===== config.mk =====
export PLATFORM = sky130hd
export DESIGN_NAME = i2s_rx
export DESIGN_NICKNAME = d
export VERILOG_FILES = /design/src/rtl/i2s_rx_pkg.sv /design/src/rtl/i2s_rx_fifo.sv /design/src/rtl/i2s_rx.sv
export SDC_FILE = /design/constraint.sdc
export NUM_CORES = 1
export LEC_CHECK = 0
export BUFFER_PORTS_ARGS = -buffer_cell sky130_fd_sc_hd__buf_4
export CORE_UTILIZATION = 25
export DETAILED_ROUTE_END_ITERATION = 7
export SETUP_SLACK_MARGIN = 0.3
export SYNTH_ARGS = -nofsm -noshare
export SYNTH_HDL_FRONTEND = slang
export SYNTH_SLANG_ARGS = --single-unit

===== constraint.sdc =====
create_clock -name por_clk -period 3.7 [get_ports por_clk]
set_input_delay 0.37 -clock por_clk [delete_from_list [all_inputs] [get_ports por_clk]]
set_output_delay 0.37 -clock por_clk [all_outputs]
set_load 0.01 [all_outputs]

===== src/rtl/i2s_rx_pkg.sv =====
// i2s_rx_pkg: shared types and constants for the I2S receiver.
//   rx_state_e   : receiver framing state (sync / left word / right word)
//   CH_LEFT/RIGHT: WS level that selects each channel
//   SYNC_STAGES  : flop count in each pin synchroniser
package i2s_rx_pkg;

    typedef enum logic [1:0] {
        StSync  = 2'd0,
        StLeft  = 2'd1,
        StRight = 2'd2
    } rx_state_e;

    localparam logic CH_LEFT  = 1'b0;
    localparam logic CH_RIGHT = 1'b1;

    localparam int unsigned SYNC_STAGES = 2;

endpackage


===== src/rtl/i2s_rx_fifo.sv =====
// i2s_rx_fifo: first-word-fall-through FIFO holding stereo pairs. The head entry is read straight
// from the storage registers, so a push into an empty FIFO is visible on the next cycle.
// A push while full is legal only together with a pop (the head slot is reused).
//   por_clk    in   system clock
//   rst_n      in   asynchronous active-low reset
//   push       in   write push_data
//   push_data  in   WIDTH-bit pair
//   pop        in   drop the head entry
//   full       out  DEPTH entries held
//   head_data  out  oldest entry (zero when empty after reset)
//   head_valid out  at least one entry held
// DEPTH must be a power of two, at least 2.
module i2s_rx_fifo #(
    parameter int unsigned WIDTH = 32,
    parameter int unsigned DEPTH = 4
) (
    input  logic             por_clk,
    input  logic             rst_n,
    input  logic             push,
    input  logic [WIDTH-1:0] push_data,
    input  logic             pop,
    output logic             full,
    output logic [WIDTH-1:0] head_data,
    output logic             head_valid
);

    localparam int unsigned PTR_W = $clog2(DEPTH);
    localparam int unsigned CNT_W = $clog2(DEPTH + 1);

    logic [WIDTH-1:0] mem_q [DEPTH];
    logic [PTR_W-1:0] wr_ptr_q;
    logic [PTR_W-1:0] rd_ptr_q;
    logic [CNT_W-1:0] count_q;
    logic             do_pop;

    assign do_pop     = pop & head_valid;
    assign full       = (count_q == CNT_W'(DEPTH));
    assign head_valid = (count_q != '0);
    assign head_data  = mem_q[rd_ptr_q];

    always_ff @(posedge por_clk or negedge rst_n) begin
        if (!rst_n) begin
            for (int i = 0; i < int'(DEPTH); i++) begin
                mem_q[i] <= '0;
            end
            wr_ptr_q <= '0;
            rd_ptr_q <= '0;
            count_q  <= '0;
        end else begin
            if (push) begin
                mem_q[wr_ptr_q] <= push_data;
                wr_ptr_q        <= wr_ptr_q + 1'b1;
            end
            if (do_pop) begin
                rd_ptr_q <= rd_ptr_q + 1'b1;
            end
            if (push && !do_pop) begin
                count_q <= count_q + 1'b1;
            end else if (!push && do_pop) begin
                count_q <= count_q - 1'b1;
            end
        end
    end

endmodule


===== src/rtl/i2s_rx.sv =====
// i2s_rx: Philips-format I2S receiver. BCLK/WS/DATA are synchronised into por_clk, the stream is
// deserialised MSB-first and each {left, right} pair is offered on a valid/ready interface.
//   por_clk       in   system clock
//   rst_n         in   asynchronous active-low reset
//   i2s_rx_clk    in   bit clock from codec (asynchronous)
//   i2s_rx_ws     in   word select, 0 = left, 1 = right
//   i2s_rx_data   in   serial data, MSB first
//   sample_left   out  left word of head pair
//   sample_right  out  right word of head pair
//   sample_valid  out  head pair available
//   sample_ready  in   consumer accepts head pair
//   overrun       out  sticky: a complete pair was dropped
//   overrun_clr   in   synchronous clear of overrun (a same-cycle drop wins)
// Build option: define I2S_RX_FIFO_EN for a FIFO_DEPTH-pair FIFO; otherwise one holding register.
module i2s_rx
    import i2s_rx_pkg::*;
#(
    parameter int unsigned DATA_WIDTH = 16,
    parameter int unsigned FIFO_DEPTH = 4
) (
    input  logic                  por_clk,
    input  logic                  rst_n,
    input  logic                  i2s_rx_clk,
    input  logic                  i2s_rx_ws,
    input  logic                  i2s_rx_data,
    output logic [DATA_WIDTH-1:0] sample_left,
    output logic [DATA_WIDTH-1:0] sample_right,
    output logic                  sample_valid,
    input  logic                  sample_ready,
    output logic                  overrun,
    input  logic                  overrun_clr
);

    localparam logic [DATA_WIDTH-1:0] MASK_INIT = {1'b1, {(DATA_WIDTH - 1){1'b0}}};

    // Pin synchronisers; BCLK gets one extra stage for edge detection.
    logic [SYNC_STAGES:0]   bclk_sync_q;
    logic [SYNC_STAGES-1:0] ws_sync_q;
    logic [SYNC_STAGES-1:0] data_sync_q;
    logic                   rise;
    logic                   ws_now;
    logic                   data_now;

    rx_state_e             state_q, state_d;
    logic                  ws_prev_q, ws_prev_d;
    logic [DATA_WIDTH-1:0] shift_q, shift_d;
    // One-hot pointer to the next bit position; reaches zero once DATA_WIDTH bits are taken,
    // which discards any further bits of a longer slot.
    logic [DATA_WIDTH-1:0] mask_q, mask_d;
    logic [DATA_WIDTH-1:0] left_q, left_d;
    logic                  have_left_q, have_left_d;
    logic                  overrun_q, overrun_d;

    logic [DATA_WIDTH-1:0]   word;
    logic                    word_end;
    logic                    commit;
    logic [2*DATA_WIDTH-1:0] pair;
    logic                    accept;
    logic                    pop;
    logic                    drop;

    assign rise     = bclk_sync_q[SYNC_STAGES-1] & ~bclk_sync_q[SYNC_STAGES];
    assign ws_now   = ws_sync_q[SYNC_STAGES-1];
    assign data_now = data_sync_q[SYNC_STAGES-1];

    // Word including the bit captured on this edge; that bit belongs to channel ws_prev_q.
    assign word     = shift_q | (mask_q & {DATA_WIDTH{data_now}});
    assign word_end = (ws_now != ws_prev_q);
    assign pair     = {left_q, word};

    always_comb begin
        state_d     = state_q;
        ws_prev_d   = ws_prev_q;
        shift_d     = shift_q;
        mask_d      = mask_q;
        left_d      = left_q;
        have_left_d = have_left_q;
        commit      = 1'b0;
        if (rise) begin
            ws_prev_d = ws_now;
            unique case (state_q)
                StSync: begin
                    // Only a change to left starts framing, so a right word is never first.
                    if (word_end && ws_now == CH_LEFT) begin
                        state_d = StLeft;
                        shift_d = '0;
                        mask_d  = MASK_INIT;
                    end
                end
                StLeft: begin
                    if (word_end) begin
                        left_d      = word;
                        have_left_d = 1'b1;
                        state_d     = StRight;
                        shift_d     = '0;
                        mask_d      = MASK_INIT;
                    end else begin
                        shift_d = word;
                        mask_d  = mask_q >> 1;
                    end
                end
                StRight: begin
                    if (word_end) begin
                        commit      = have_left_q;
                        have_left_d = 1'b0;
                        state_d     = StLeft;
                        shift_d     = '0;
                        mask_d      = MASK_INIT;
                    end else begin
                        shift_d = word;
                        mask_d  = mask_q >> 1;
                    end
                end
                default: state_d = StSync;
            endcase
        end
    end

    assign pop       = sample_valid & sample_ready;
    assign drop      = commit & ~accept;
    assign overrun_d = drop ? 1'b1 : (overrun_clr ? 1'b0 : overrun_q);
    assign overrun   = overrun_q;

    always_ff @(posedge por_clk or negedge rst_n) begin
        if (!rst_n) begin
            bclk_sync_q <= '0;
            ws_sync_q   <= '0;
            data_sync_q <= '0;
            state_q     <= StSync;
            ws_prev_q   <= CH_LEFT;
            shift_q     <= '0;
            mask_q      <= MASK_INIT;
            left_q      <= '0;
            have_left_q <= 1'b0;
            overrun_q   <= 1'b0;
        end else begin
            bclk_sync_q <= {bclk_sync_q[SYNC_STAGES-1:0], i2s_rx_clk};
            ws_sync_q   <= {ws_sync_q[SYNC_STAGES-2:0], i2s_rx_ws};
            data_sync_q <= {data_sync_q[SYNC_STAGES-2:0], i2s_rx_data};
            state_q     <= state_d;
            ws_prev_q   <= ws_prev_d;
            shift_q     <= shift_d;
            mask_q      <= mask_d;
            left_q      <= left_d;
            have_left_q <= have_left_d;
            overrun_q   <= overrun_d;
        end
    end

`ifdef I2S_RX_FIFO_EN
    logic                    fifo_full;
    logic [2*DATA_WIDTH-1:0] head;

    // A full FIFO still takes the pair when the head leaves in the same cycle.
    assign accept = ~fifo_full | pop;

    i2s_rx_fifo #(
        .WIDTH (2 * DATA_WIDTH),
        .DEPTH (FIFO_DEPTH)
    ) u_fifo (
        .por_clk    (por_clk),
        .rst_n      (rst_n),
        .push       (commit & accept),
        .push_data  (pair),
        .pop        (pop),
        .full       (fifo_full),
        .head_data  (head),
        .head_valid (sample_valid)
    );

    assign sample_left  = head[2*DATA_WIDTH-1:DATA_WIDTH];
    assign sample_right = head[DATA_WIDTH-1:0];
`else
    logic [2*DATA_WIDTH-1:0] hold_q;
    logic                    hold_valid_q;
    // Depth only matters when the FIFO is built.
    logic                    unused_fifo_depth;

    assign unused_fifo_depth = ^FIFO_DEPTH;
    assign accept            = ~hold_valid_q | pop;

    always_ff @(posedge por_clk or negedge rst_n) begin
        if (!rst_n) begin
            hold_q       <= '0;
            hold_valid_q <= 1'b0;
        end else if (commit && accept) begin
            hold_q       <= pair;
            hold_valid_q <= 1'b1;
        end else if (pop) begin
            hold_valid_q <= 1'b0;
        end
    end

    assign sample_valid = hold_valid_q;
    assign sample_left  = hold_q[2*DATA_WIDTH-1:DATA_WIDTH];
    assign sample_right = hold_q[DATA_WIDTH-1:0];
`endif

endmodule


==> results by group <==
Yosys
  • Adder-Cell Fraction of Synth Area: under 10%
  • Mux cell area share after synthesis: 13.78%
  • Syn Nets: about 320
  • Synth area leaders: dfrtp_1, mux2_4, o21ai_0
  • Yosys warns: 0
  • Synth Cell Area: just under 4000 sq um
  • Post-synth top area share: between 50% and 60%
  • Largest family of logic cells by synthesized area: multiplexers
  • Area leader, netlist: dfrtp_1
  • Main synth FF type: dfrtp_1
  • Sequential share of the synthesized area: between 50% and 60%
  • Unique masters post-synth: 37
  • Commonest cells post-synth: dfrtp_1, o21ai_0, nor2_1, mux2_4
  • Most frequent cell after synthesis: dfrtp_1
  • Seq cells post-synth: a little over 90
  • Cells after Synth: around 310
  • Asr flop ratio synth: 100.0%
  • Complex-gate fraction of the synthesized area: between 10 and 15%
  • Post-synthesis xor/xnor area fraction: 0%
  • Post-synthesis simple-gate area fraction: about 7%
  • Synthesized area per cell: about 13 sq um
  • Post-synth EDFFs: 0

Place
  • Inst Count DP: 522
  • Global placement routability congestion: 0.7087
  • Dpl ws: between 1 and 1.5 ns
  • DP Area: roughly 4300 sq um
  • Buffers on Ports: 40
  • Hpwl dp: approximately 4.8 mm

Route
  • Via count: about 2500
  • DRT Wirelength: 7.549 mm
  • Final ANT Viol Nets: 0
  • Initial drt markers: roughly 120
  • Routed len/inst: approximately 14 um
  • Residual DRC: 0
  • First-pass detailed-route iteration total: 4
  • Routed vias/inst: 4.578

Floorplanning
  • Die H: around 130 um
  • Core area: 15200 sq um
  • # rows: 45
  • Io pins: 41
  • Area of the die: between 15000 and 20000 sq um
  • Die X: between 100 and 150 um
  • Initial Util: 25.68%

STA
  • Slew headroom: ~36%
  • PnR worst setup slack: around 1.5 ns
  • Final slew viol count: 0
  • Setup tns final: 0 ns
  • Tightest Pin Transition: around 0.96 ns
  • Final critical-path required period: 2.243 ns
  • Endpoints failing setup: 0
  • Fmax achieved: around 450 MHz
  • Final Hold Fails: 0
  • Part of the cycle the worst path needs: a little over 60%
  • RSZ-0062 raised after global routing: no
  • Hold Slack: ~0.13 ns
  • Clk_skew: between 0.009 and 0.01 ns

Cells and area
  • Core Util, Final: 30.35%
  • Post-Layout Cell Count: roughly 540
  • Design area: 4614 sq um
  • Layout Nets: roughly 360
  • Layout cell share with drive strength beyond 1: a little over a quarter
  • Synthesis-to-finish area growth: 18.21%
  • Antenna cell count: 0

Power and ir drop
  • Sequential share of power: between 40% and 50%
  • Clock power frac: 30.3%
  • VDD IR max: between 0.2 and 0.25 mV
  • Tot Pwr: 3.197 mW
  • Comb power frac: about 27%
  • Sw Pwr: roughly 1 mW
  • LEAKAGE: about 2.2 nW
  • Internal power: 2.223 mW
  • PwrDens: slightly below 700 nW/um^2
  • Switching Fraction: a little under a third

CTS
  • Resized cells post-CTS: 0
  • # Post-CTS Setup Buffers: 0
  • CTS H-tree lvls: 3
  • Clk buf depth: 2
  • Clk slew on worst S/H paths: 0.07 ns
  • Clock Sinks: between 90 and 100
  • CTS tree: done
  • CTS Buf Count: 9
  • Clk Latency, worst-skew pair: around 0.34 ns
  • Hold_buf cts: 0
  • Root buffer cell: clkbuf_16

Setup path
  • CP Class: reg -> reg
  • Arrival @ worst endpoint: around 2.4 ns
  • Max FO, Critical Path: 17
  • Reg2reg start: state_q[0]
  • Worst path required time: between 3 and 4 ns
  • Startpoint types: register
  • Endpoint type of the worst setup path: register
  • Crit. Startpoint: state_q[0]

Global routing
  • First-pass GRT wire length: 12.74 mm
  • Number of global-route vias before repair: roughly 2500
  • GRT Residual Overflow: 0
  • Largest net degree at the start of global routing: 73
  • Initial antenna violation count: 0
  • Total track usage: 10.27%

Status
  • Outcome: completed

Min path
  • Hold_sp: i2s_rx_clk
  • Min-delay worst type: in -> reg

Job
  • Max-cap viol count: 0
==> state kept, by name, indices dropped and copies added (netlist names) <==
register      flops
hold_q           32
have_left_q       1
sample_valid      1
overrun           1
state_q           2
bclk_sync_q       3
left_q           16
ws_sync_q         2
ws_prev_q         1
mask_q           16
data_sync_q       2
shift_q          16
==> cells in the final DEF, fill, tap and decap left out, drive strengths merged <==
master and n:
mux2 31, a21o 8, mux2i 11, or3 1, and3b 1, a41oi 16
nor2 26, dfstp 1, and2b 1, ha 5, nor3 1, a21oi 20
o22ai 1, and3 1, nand3 1, bufinv 2, clkbuf 13, nand2 20
and4bb 1, o21bai 1, nor4 1, nand2b 1, o21a 1, a2111oi 1
dfrtp 92, buf 42, nor2b 1, inv 15, o21ai 31, o31ai 1
and2 1, or2b 1
==> metal layers <==
layer	GRT usage (%)	vias up	routed length [um]
met1	13.13	1227	3616
met2	15.64	59	3418
met5	0	-	0
li1	-	1162	-
met3	2.699	15	286
met4	6.022	0	228
==> power groups by stage <==
stage          logic, mW  registers, mW  clock network [mW]
2_1_floorplan      0.524           1.41                   0
3_3_place_gp       0.841           1.38                   0
3_5_place_dp       0.871           1.39                   0
4_1_cts            0.875           1.37                1.01
5_1_grt            0.951           1.40                1.05
6_report           0.857           1.37               0.968
==> critical path, cell delays in order (launching register included) <==
cell and delay, ns:
dfrtp_1 0.38, inv_1 0.09, ha_1 0.37, and2_2 0.31, nor4_4 0.82, nor2_1 0.12
==> cells by family (layout without fill, tap and decap cells) <==
family,after synthesis,count (layout)
AOI/OAI and AO/OA,80,80
and+or+nand+nor,58,58
adders and majority gates,5,5
buffers and inverters,34,72
muxes,42,42
DFF,93,93
==> worst paths after layout <==
kind	to	slack [ns]	cells past startpoint
max	shift_q[1]	1.46	5
min	bclk_sync_q[0]	0.13	1
max reg2reg	shift_q[1]	1.46	5
min reg2reg	data_sync_q[1]	0.36	0
max in group asynchronous	left_q[1]	2.68	2
min in group asynchronous	bclk_sync_q[0]	0.16	1
==> cell type report <==
cell class	count	area [sq um]
Multi-Input combinational cell	185	1374
Timing Repair Buffer	42	315.3
Clock inverter	3	68.82
Sequential cell	93	2328
Clock buffer	13	240.2
Inverter	14	52.55
Tap cell	188	235.2
Fill cell	1522	10590
No activity file was read; power rests on OpenSTA's default activity.
